[src/rtl/descrambler2.sv]
// descrambler2: buffered self-synchronising descrambler, polynomial x^7 + x^4 + 1.
// The user fills a 32-byte input window. Start descrambles bytes 0..len_1, one byte
// per clock, into a 32-byte output window. That window is read back through a
// registered port.
// Optional feature: define DESCR_BYPASS_EN to add a 'bypass' input. When bypass is
// latched high at start, the operation copies bytes unchanged with the same timing.

// One bit lane of the descrambler. The received (scrambled) bit feeds the shift register.
module descr2_bit (
  input  logic       b,
  input  logic [6:0] s_in,
  output logic       o,
  output logic [6:0] s_out
);
  assign o     = b ^ s_in[6] ^ s_in[3];
  assign s_out = {s_in[5:0], b};
endmodule

module descrambler2 #(
  parameter logic [15:0] IN_BASE  = 16'hF050,
  parameter logic [15:0] OUT_BASE = 16'hF070,
  parameter logic [6:0]  SEED     = 7'h7F
) (
  input  logic        clk,
  input  logic        rst,
  input  logic        start,
  input  logic [4:0]  len_1,
`ifdef DESCR_BYPASS_EN
  input  logic        bypass,
`endif
  input  logic [15:0] usr_w_addr,
  input  logic [7:0]  usr_din,
  input  logic        usr_wr_en,
  input  logic [15:0] usr_r_addr,
  output logic        busy,
  output logic        done,
  output logic [7:0]  dout
);
  localparam int NBITS = 8;

  typedef enum logic [1:0] {IDLE, RUN, DONE} state_t;

  state_t state, state_nx;
  logic [4:0] idx, len_q;
  logic [6:0] s, s_nx;
  logic [7:0] in_mem  [32];
  logic [7:0] out_mem [32];
  logic [7:0] cur, descr, res;
  logic [NBITS:0][6:0] s_chain;
  logic [15:0] w_off, r_off;
  logic w_hit, r_hit;

  // The offset subtraction wraps for addresses below the base, so one compare covers the whole window.
  assign w_off = usr_w_addr - IN_BASE;
  assign r_off = usr_r_addr - OUT_BASE;
  assign w_hit = usr_wr_en && (state == IDLE) && (w_off < 16'd32);
  assign r_hit = r_off < 16'd32;
  assign cur   = in_mem[idx];

  // Eight chained bit lanes, LSB first, form the whole byte step in one cycle.
  assign s_chain[0] = s;
  for (genvar i = 0; i < NBITS; i++) begin : g_bit
    descr2_bit u_bit (
      .b     (cur[i]),
      .s_in  (s_chain[i]),
      .o     (descr[i]),
      .s_out (s_chain[i+1])
    );
  end

`ifdef DESCR_BYPASS_EN
  logic byp_q;
  assign res  = byp_q ? cur : descr;
  assign s_nx = byp_q ? s : s_chain[NBITS];
`else
  assign res  = descr;
  assign s_nx = s_chain[NBITS];
`endif

  // State register
  always_ff @(posedge clk or posedge rst) begin
    if (rst) state <= IDLE;
    else     state <= state_nx;
  end

  // Next-state logic. A start request is only seen in IDLE.
  always_comb begin
    state_nx = state;
    case (state)
      IDLE:    if (start) state_nx = RUN;
      RUN:     if (idx == len_q) state_nx = DONE;
      DONE:    state_nx = IDLE;
      default: state_nx = IDLE;
    endcase
  end

  // Control and datapath registers. busy and done are registered copies of the next state.
  always_ff @(posedge clk or posedge rst) begin
    if (rst) begin
      idx   <= '0;
      len_q <= '0;
      s     <= SEED;
      busy  <= 1'b0;
      done  <= 1'b0;
`ifdef DESCR_BYPASS_EN
      byp_q <= 1'b0;
`endif
    end else begin
      busy <= (state_nx != IDLE);
      done <= (state_nx == DONE);
      case (state)
        IDLE: if (start) begin
          idx   <= '0;
          len_q <= len_1;
          s     <= SEED;
`ifdef DESCR_BYPASS_EN
          byp_q <= bypass;
`endif
        end
        RUN: begin
          s <= s_nx;
          if (idx != len_q) idx <= idx + 5'd1;
        end
        default: ;
      endcase
    end
  end

  // Buffers are not reset. An asynchronous reset forces IDLE, so result writes stop at once.
  always_ff @(posedge clk) begin
    if (w_hit)         in_mem[w_off[4:0]] <= usr_din;
    if (state == RUN)  out_mem[idx]       <= res;
  end

  // Registered read port. It is live at all times, including during an operation.
  always_ff @(posedge clk or posedge rst) begin
    if (rst) dout <= 8'h00;
    else     dout <= r_hit ? out_mem[r_off[4:0]] : 8'h00;
  end
endmodule

[config.mk]
export PLATFORM = sky130hd
export DESIGN_NAME = descrambler2
export DESIGN_NICKNAME = d
export VERILOG_FILES = /design/src/rtl/descrambler2.sv
export SDC_FILE = /design/constraint.sdc
export NUM_CORES = 1
export LEC_CHECK = 0
export BUFFER_PORTS_ARGS = -buffer_cell sky130_fd_sc_hd__buf_4
export CAP_MARGIN = 30
export CORE_MARGIN = 3
export CORE_UTILIZATION = 30
export DETAILED_ROUTE_END_ITERATION = 10
export MAX_ROUTING_LAYER = met4
export SLEW_MARGIN = 15
export SYNTH_ARGS = -nofsm -noshare
export SYNTH_HDL_FRONTEND = slang
export SYNTH_SLANG_ARGS = --single-unit
[constraint.sdc]
create_clock -name clk -period 3.1 [get_ports clk]
set_clock_uncertainty 0.2 [all_clocks]
set_input_delay 0.155 -clock clk [delete_from_list [all_inputs] [get_ports clk]]
set_output_delay 0.155 -clock clk [all_outputs]
set_load 0.05 [all_outputs]
Word-level counts from Yosys, hierarchy flattened
Memories as Yosys holds them, arrays and structs flattened. Index checks and enable logic that the tools add are counted.

Flip-flop bits (word level): 29. Latch bits: 0. Memory bits (writable): 512. ROM bits: 0. Memories kept: 2.

Memories: in_mem (words 32, bits a word 8, rd ports 1, clocked after memory_dff 0, write ports 1, line 46) `logic [7:0] in_mem [32];`; out_mem (words 32, bits a word 8, rd ports 1, clocked after memory_dff 0, write ports 1, line 47) `logic [7:0] out_mem [32];`.

$add $sub $neg: 3. Multiply operators: 0. Div/mod/pow operators: 0. Order comparisons: 2. Equality and inequality tests: 6. Shift operators: 0. Muxes and demuxes: 13. Bitwise gates (word level): 16. Reductions and logical operators: 8.

Operators with widths (count): $lt 16x6->1 const B (2); $sub 16x16->16 const B (2); $xor 1x1->1 (16); $pmux 7 s2 (1); $mux 5 (2); $pmux 5 s2 (1); $mux 8 (1); $mux 7 (1); $add 5x1->5 const B (1); $eq 5x5->1 (1); $ne 5x5->1 (1); $mux 1 (4); $mux 2 (2); $ne 2x2->1 const B (2); $pmux 2 s2 (1); $reduce_and 2->1 (2); $reduce_bool 2->1 (2); $reduce_and 3->1 (1); $eq 2x1->1 const B (1); $eq 2x2->1 const B (1); $logic_and 1x1->1 (2); $logic_not 2->1 (1).

Longest topological paths before layout
Depth in word-level cells: 5. Mapped depth: 9. Depth with buffers taken out: 7.

Hierarchy
Synthesis repeated with hierarchy kept, for this count alone.

Cell total of the unflattened synthesis: 1116. Area, all modules: 21912.3 um^2.

Modules (own cells, without submodules): descrambler2 (times used 1, cells each 1052, area an instance 21301.7 um^2, sequential area each 16109.2 um^2); descr2_bit (times used 8, cells each 8, area an instance 76.3 um^2, sequential area each 0.0 um^2).

Least setup slack after synthesis
Ideal clock, no wire load.

Path type: register to register. Start point: register idx[0]. End point: memory out_mem[0][4] (data pin). Library setup time: 0.387 ns. Data arrival time: 2.894 ns. Data required time: 2.513 ns. Setup slack: -0.381 ns. Stages on the path, launching flop included: 8. Path buffers: 2. Cells stage by stage: dfrtp_1 buf_6 buf_2 mux4_2 a22oi_1 nand4_1 xnor2_1 xnor2_1.

Cells in the longest elaborated chain, start to end: 3.

Ends and longest elaborated chain: start: declaration (line 44) `logic [4:0] idx, len_q;`; start signal: assignment (line 122) `if (idx != len_q) idx <= idx + 5'd1;`; $mem_v2 32x8 *; $xor 1x1->1 (line 15) `assign o = b ^ s_in[6] ^ s_in[3];`; $xor 1x1->1 * (line 15); net g_bit[4].u_bit.o (line 12) `output logic o,`; end: declaration (line 47).

Mark *: on every way through the listed nets, which the timed path passes. The rest lies on a longest branch.

Worst setup path after layout
Start point: input port usr_r_addr[4]. End point: register dout[7].

Cells in the longest elaborated chain, start to end: 3. Elaborated cells between the ends (all ways): 4. Classes of those cells: 1 x add/sub; 1 x order compare; 1 x mux; 1 x memory.

Ends and longest elaborated chain: start: declaration (line 34) `input logic [15:0] usr_r_addr,`; $sub 16x16->16 * (line 55) `assign r_off = usr_r_addr - OUT_BASE;`; $lt 16x6->1 / $mem_v2 32x8 (equally long branches); $mux 8 * (line 138) `else dout <= r_hit ? out_mem[r_off[4:0]] : 8'h00;`; end signal: assignment (line 138); end: declaration (line 37) `output logic [7:0] dout`.

Mark *: on every way between the ends. The rest lies on a longest branch, timed or not. A chain may end at the register's enable or synchronous reset.

==> results.md <==
* Pins Over Slew Limit at 0
* First-iteration detailed-routing DRC count at 920
* Netlist area before placement at 21730 um^2
* Commonest non-fill, non-tap cell in the layout: sky130_fd_sc_hd__edfxtp_1
* Overall via count from detail_route at 11250
* DRC Markers at 0
* Area used by multi-input combinational logic at 5433 um^2
* Most frequent cells in the layout: 512 x sky130_fd_sc_hd__edfxtp_1, 153 x sky130_fd_sc_hd__buf_4, 97 x sky130_fd_sc_hd__mux4_2, 78 x sky130_fd_sc_hd__mux2i_1, 56 x sky130_fd_sc_hd__nor2_1
* H-tree levels at 2
* Max-cap violations at 0
* Min Clock Period, post-route at 3.069 ns
* Share of power burned in combinational logic at 31.7%
* Placed cell area at roughly 24000 um^2
* Placeable Area at 71610 um^2
* Number of clock buffers inserted by TritonCTS at 52
* Data arrival time of the critical path at 3.32 ns
* Die area at ~76000 um^2
* Grt total ovfl at 0
* Total global routing track utilization at between 10 and 15%
* GP Congestion at 0.7886
* Flip-flop and latch count after synthesis at 541
* Height of the die at around 280 um
* Post-Synthesis Cells at 1100
* Post-layout total power at roughly 0.027 W
* Rel. slew slack at 53.20%
* Remaining antenna violation count after routing at 0
* Detailed Route WL at 50.20 mm
* Max Clk Rate at 0.3259 GHz
* Power density cells at 1014 nW/um^2
* EDFF count, synth at 512
* Vias in the first global route at 11550
* Largest voltage drop on the vdd net at 0.8908 mV
* Final HPWL DP at 32.50 mm
* Crit path capture type: register
* Post-route standard cell area excluding fillers at 26240 um^2
* Post-synth cell types at 64
* Top-level I/O count at slightly below 60
* Sw frac at 30.22%
* Total number of placement rows at 98
* Cell at the root of the clock tree: sky130_fd_sc_hd__clkbuf_16
* Worst-path fanout max at 13
* Post-synth net total at 1155
* Sequential standard cell area at around 16000 um^2
* Diodes inserted at 0
* Buffer levels on the longest clock path at 3
* Starting density of the core at 30.35%
* Sequential fraction of design power at approximately 44%
* Post-DR wirelength/cell at ~22 um
* Syn-to-layout area delta at 20.74%
* Wire length of the first global-routing pass at 74.15 mm
* TritonCTS clock tree: done
* Layout filler cell count at ~6600
* Antenna violations before repair at 1
* Result of the run: finished, final reports clean
* Fraction of the yosys area taken by sequential cells at 74.13%
* PortBufs at 58
* Vias per cell at ~4.9
* Setup repair after global routing missed its margin: true
* Internal power at 0.01857 W
* Total clock sinks at 541
* Post-synthesis async set-or-reset flop share at 5.360%
* Avg Cell Area, Syn at 19.76 um^2
* Part of the total power dissipated in the clock network at 24.0%
* Net switching power at between 0.008 and 0.009 W
* Category of the most critical setup path: primary input to register
* Setup-failing EPs final at 0
* Main synth FF type: sky130_fd_sc_hd__edfxtp_1
* CTS clock-pin slew for the worst setup and hold paths at 0.07 ns
* Required time at the endpoint of the critical path at 3.35 ns
* Synthesis warning total at 0
* Ratio of cells with drive above 1 in the final layout at 29.76%
* Static power due to leakage at 8.695 nW
* Die span in x at between 200 and 300 um
* Type of the tightest min-delay check: primary input to register
* Crit path launch type: primary input
* Hold Vio Cnt, Final at 0
* Transition time at the pin with the least slew margin at 0.7005 ns
* Total iterations of the first detailed-routing run at 5
* Largest net degree at the start of global routing at 44
* Clock latency on the worst-skew pair at 0.59 ns
* Nets at 1345
* Ratio of final minimum period to clock period at 98.99%
-- cell usage after synthesis (7+ instances only) --
master	number	area (um^2)
sky130_fd_sc_hd__nand2_1	15	56.30
sky130_fd_sc_hd__buf_4	8	60.06
sky130_fd_sc_hd__a211oi_1	7	52.55
sky130_fd_sc_hd__a22oi_1	17	127.6
sky130_fd_sc_hd__nand4_1	9	56.30
sky130_fd_sc_hd__o21ai_0	9	45.04
sky130_fd_sc_hd__o22ai_1	19	118.9
sky130_fd_sc_hd__dfstp_2	7	183.9
sky130_fd_sc_hd__edfxtp_1	512	15370
sky130_fd_sc_hd__nand3_1	12	60.06
sky130_fd_sc_hd__xnor2_1	13	113.9
sky130_fd_sc_hd__buf_1	10	37.54
sky130_fd_sc_hd__dfrtp_1	22	550.5
sky130_fd_sc_hd__nor4_1	35	219.0
sky130_fd_sc_hd__buf_6	8	90.09
sky130_fd_sc_hd__xor2_1	7	61.31
sky130_fd_sc_hd__mux2_2	7	78.83
sky130_fd_sc_hd__mux4_1	8	210.2
sky130_fd_sc_hd__clkbuf_1	21	78.83
sky130_fd_sc_hd__nor2_1	56	210.2
sky130_fd_sc_hd__nor2b_1	12	75.07
sky130_fd_sc_hd__mux2i_1	78	780.8
sky130_fd_sc_hd__mux4_2	97	2185
sky130_fd_sc_hd__buf_2	12	60.06
-- critical path, stage by stage --
cell and delay, ns:
sky130_fd_sc_hd__dlygate4sd3_1 0.54, sky130_fd_sc_hd__buf_4 0.20, sky130_fd_sc_hd__ha_1 0.24, sky130_fd_sc_hd__xor2_1 0.15, sky130_fd_sc_hd__nor4b_1 0.23, sky130_fd_sc_hd__dlygate4sd3_1 0.59
sky130_fd_sc_hd__nand3_1 0.13, sky130_fd_sc_hd__dlygate4sd3_1 0.70, sky130_fd_sc_hd__a2111oi_0 0.37
-- registers in the layout, indices dropped and copies added (netlist names) --
signal	flops
len_q	5
in_mem	256
state	2
idx	5
dout	8
out_mem	256
done	1
s	7
busy	1
-- area by class of cell --
class / instances / share of cell area [%]
Clock inverter: 29 / 1.059
Clock buffer: 69 / 5.555
Multi-Input combinational cell: 492 / 20.70
Sequential cell: 541 / 61.41
Timing Repair Buffer: 196 / 6.638
Inverter: 7 / 0.1001
Tap cell: 950 / 4.530
-- through the flow --
step	TNS, ns	util [%]	setup WS (ns)	std cells	hold slack, ns
after global routing	-0.06564	36.64	-0.02475	2284	0.07921
after floorplan	-24.13	-	-0.3798	1100	0.02792
after global placement	-27.18	33.73	-0.2600	2157	0.1935
after CTS	0	36.57	0.01141	2282	0.03158
after detailed placement	-27.72	33.76	-0.2869	2158	-0.04483
final	0	36.64	0.03136	2284	0.05943
-- repair_timing --
| item | CTS | global route |
|---|---|---|
| hold buffers | 24 | 0 |
| endpoints found under the setup margin | 128 | 101 |
| setup buffers | 2 | 3 |
| cloned | 0 | 0 |
| pin swaps | 3 | 3 |
| gates resized for setup | 4 | 9 |
| endpoints found under the hold margin | 304 | 0 |
-- kinds of logic (layout without fill, tap and decap cells) --
logic type / Yosys count / after routing / synth area share, %
AOI/OAI and AO/OA: 86 / 86 / 2.948
adders and majority gates: 6 / 6 / 0.3455
muxes: 191 / 191 / 15.04
DFF: 541 / 541 / 74.13
buffers and inverters: 67 / 301 / 1.693
xor gates and xnor gates: 22 / 22 / 1.019
and+or+nand+nor: 187 / 187 / 4.819
-- power groups by stage --
stage	Combinational [W]	Sequential [W]	Clock, W
after global placement	0.00807	0.0119	0
after detailed placement	0.00843	0.0119	0
after global routing	0.00911	0.0118	0.00680
final	0.00843	0.0118	0.00639
after CTS	0.00857	0.0118	0.00652
after floorplan	0.00434	0.0119	0
-- routing by layer --
layer	part of all wire [%]	track usage [%]	vias to the layer above
met3	5.9	2.294	74
met1	42	17.36	5900
li1	-	-	4932
met5	0	-	-
met2	50	22.50	346
met4	2.0	3.307	0
-- final timing paths --
| path | start | endpoint | slack (ns) | cells past startpoint |
|---|---|---|---|---|
| worst max-delay path | usr_r_addr[4] | dout[7] | 0.03 | 9 |
| worst min-delay path | usr_w_addr[0] | in_mem[25][2] | 0.06 | 4 |
| worst max register to register | idx[0] | out_mem[20][4] | 0.10 | 7 |
| worst min register to register | s[2] | s[2] | 0.33 | 1 |
| max in group asynchronous | rst | len_q[2] | 1.57 | 6 |
| min in group asynchronous | rst | dout[4] | 0.46 | 4 |
Power figures use the tool's default switching activity.
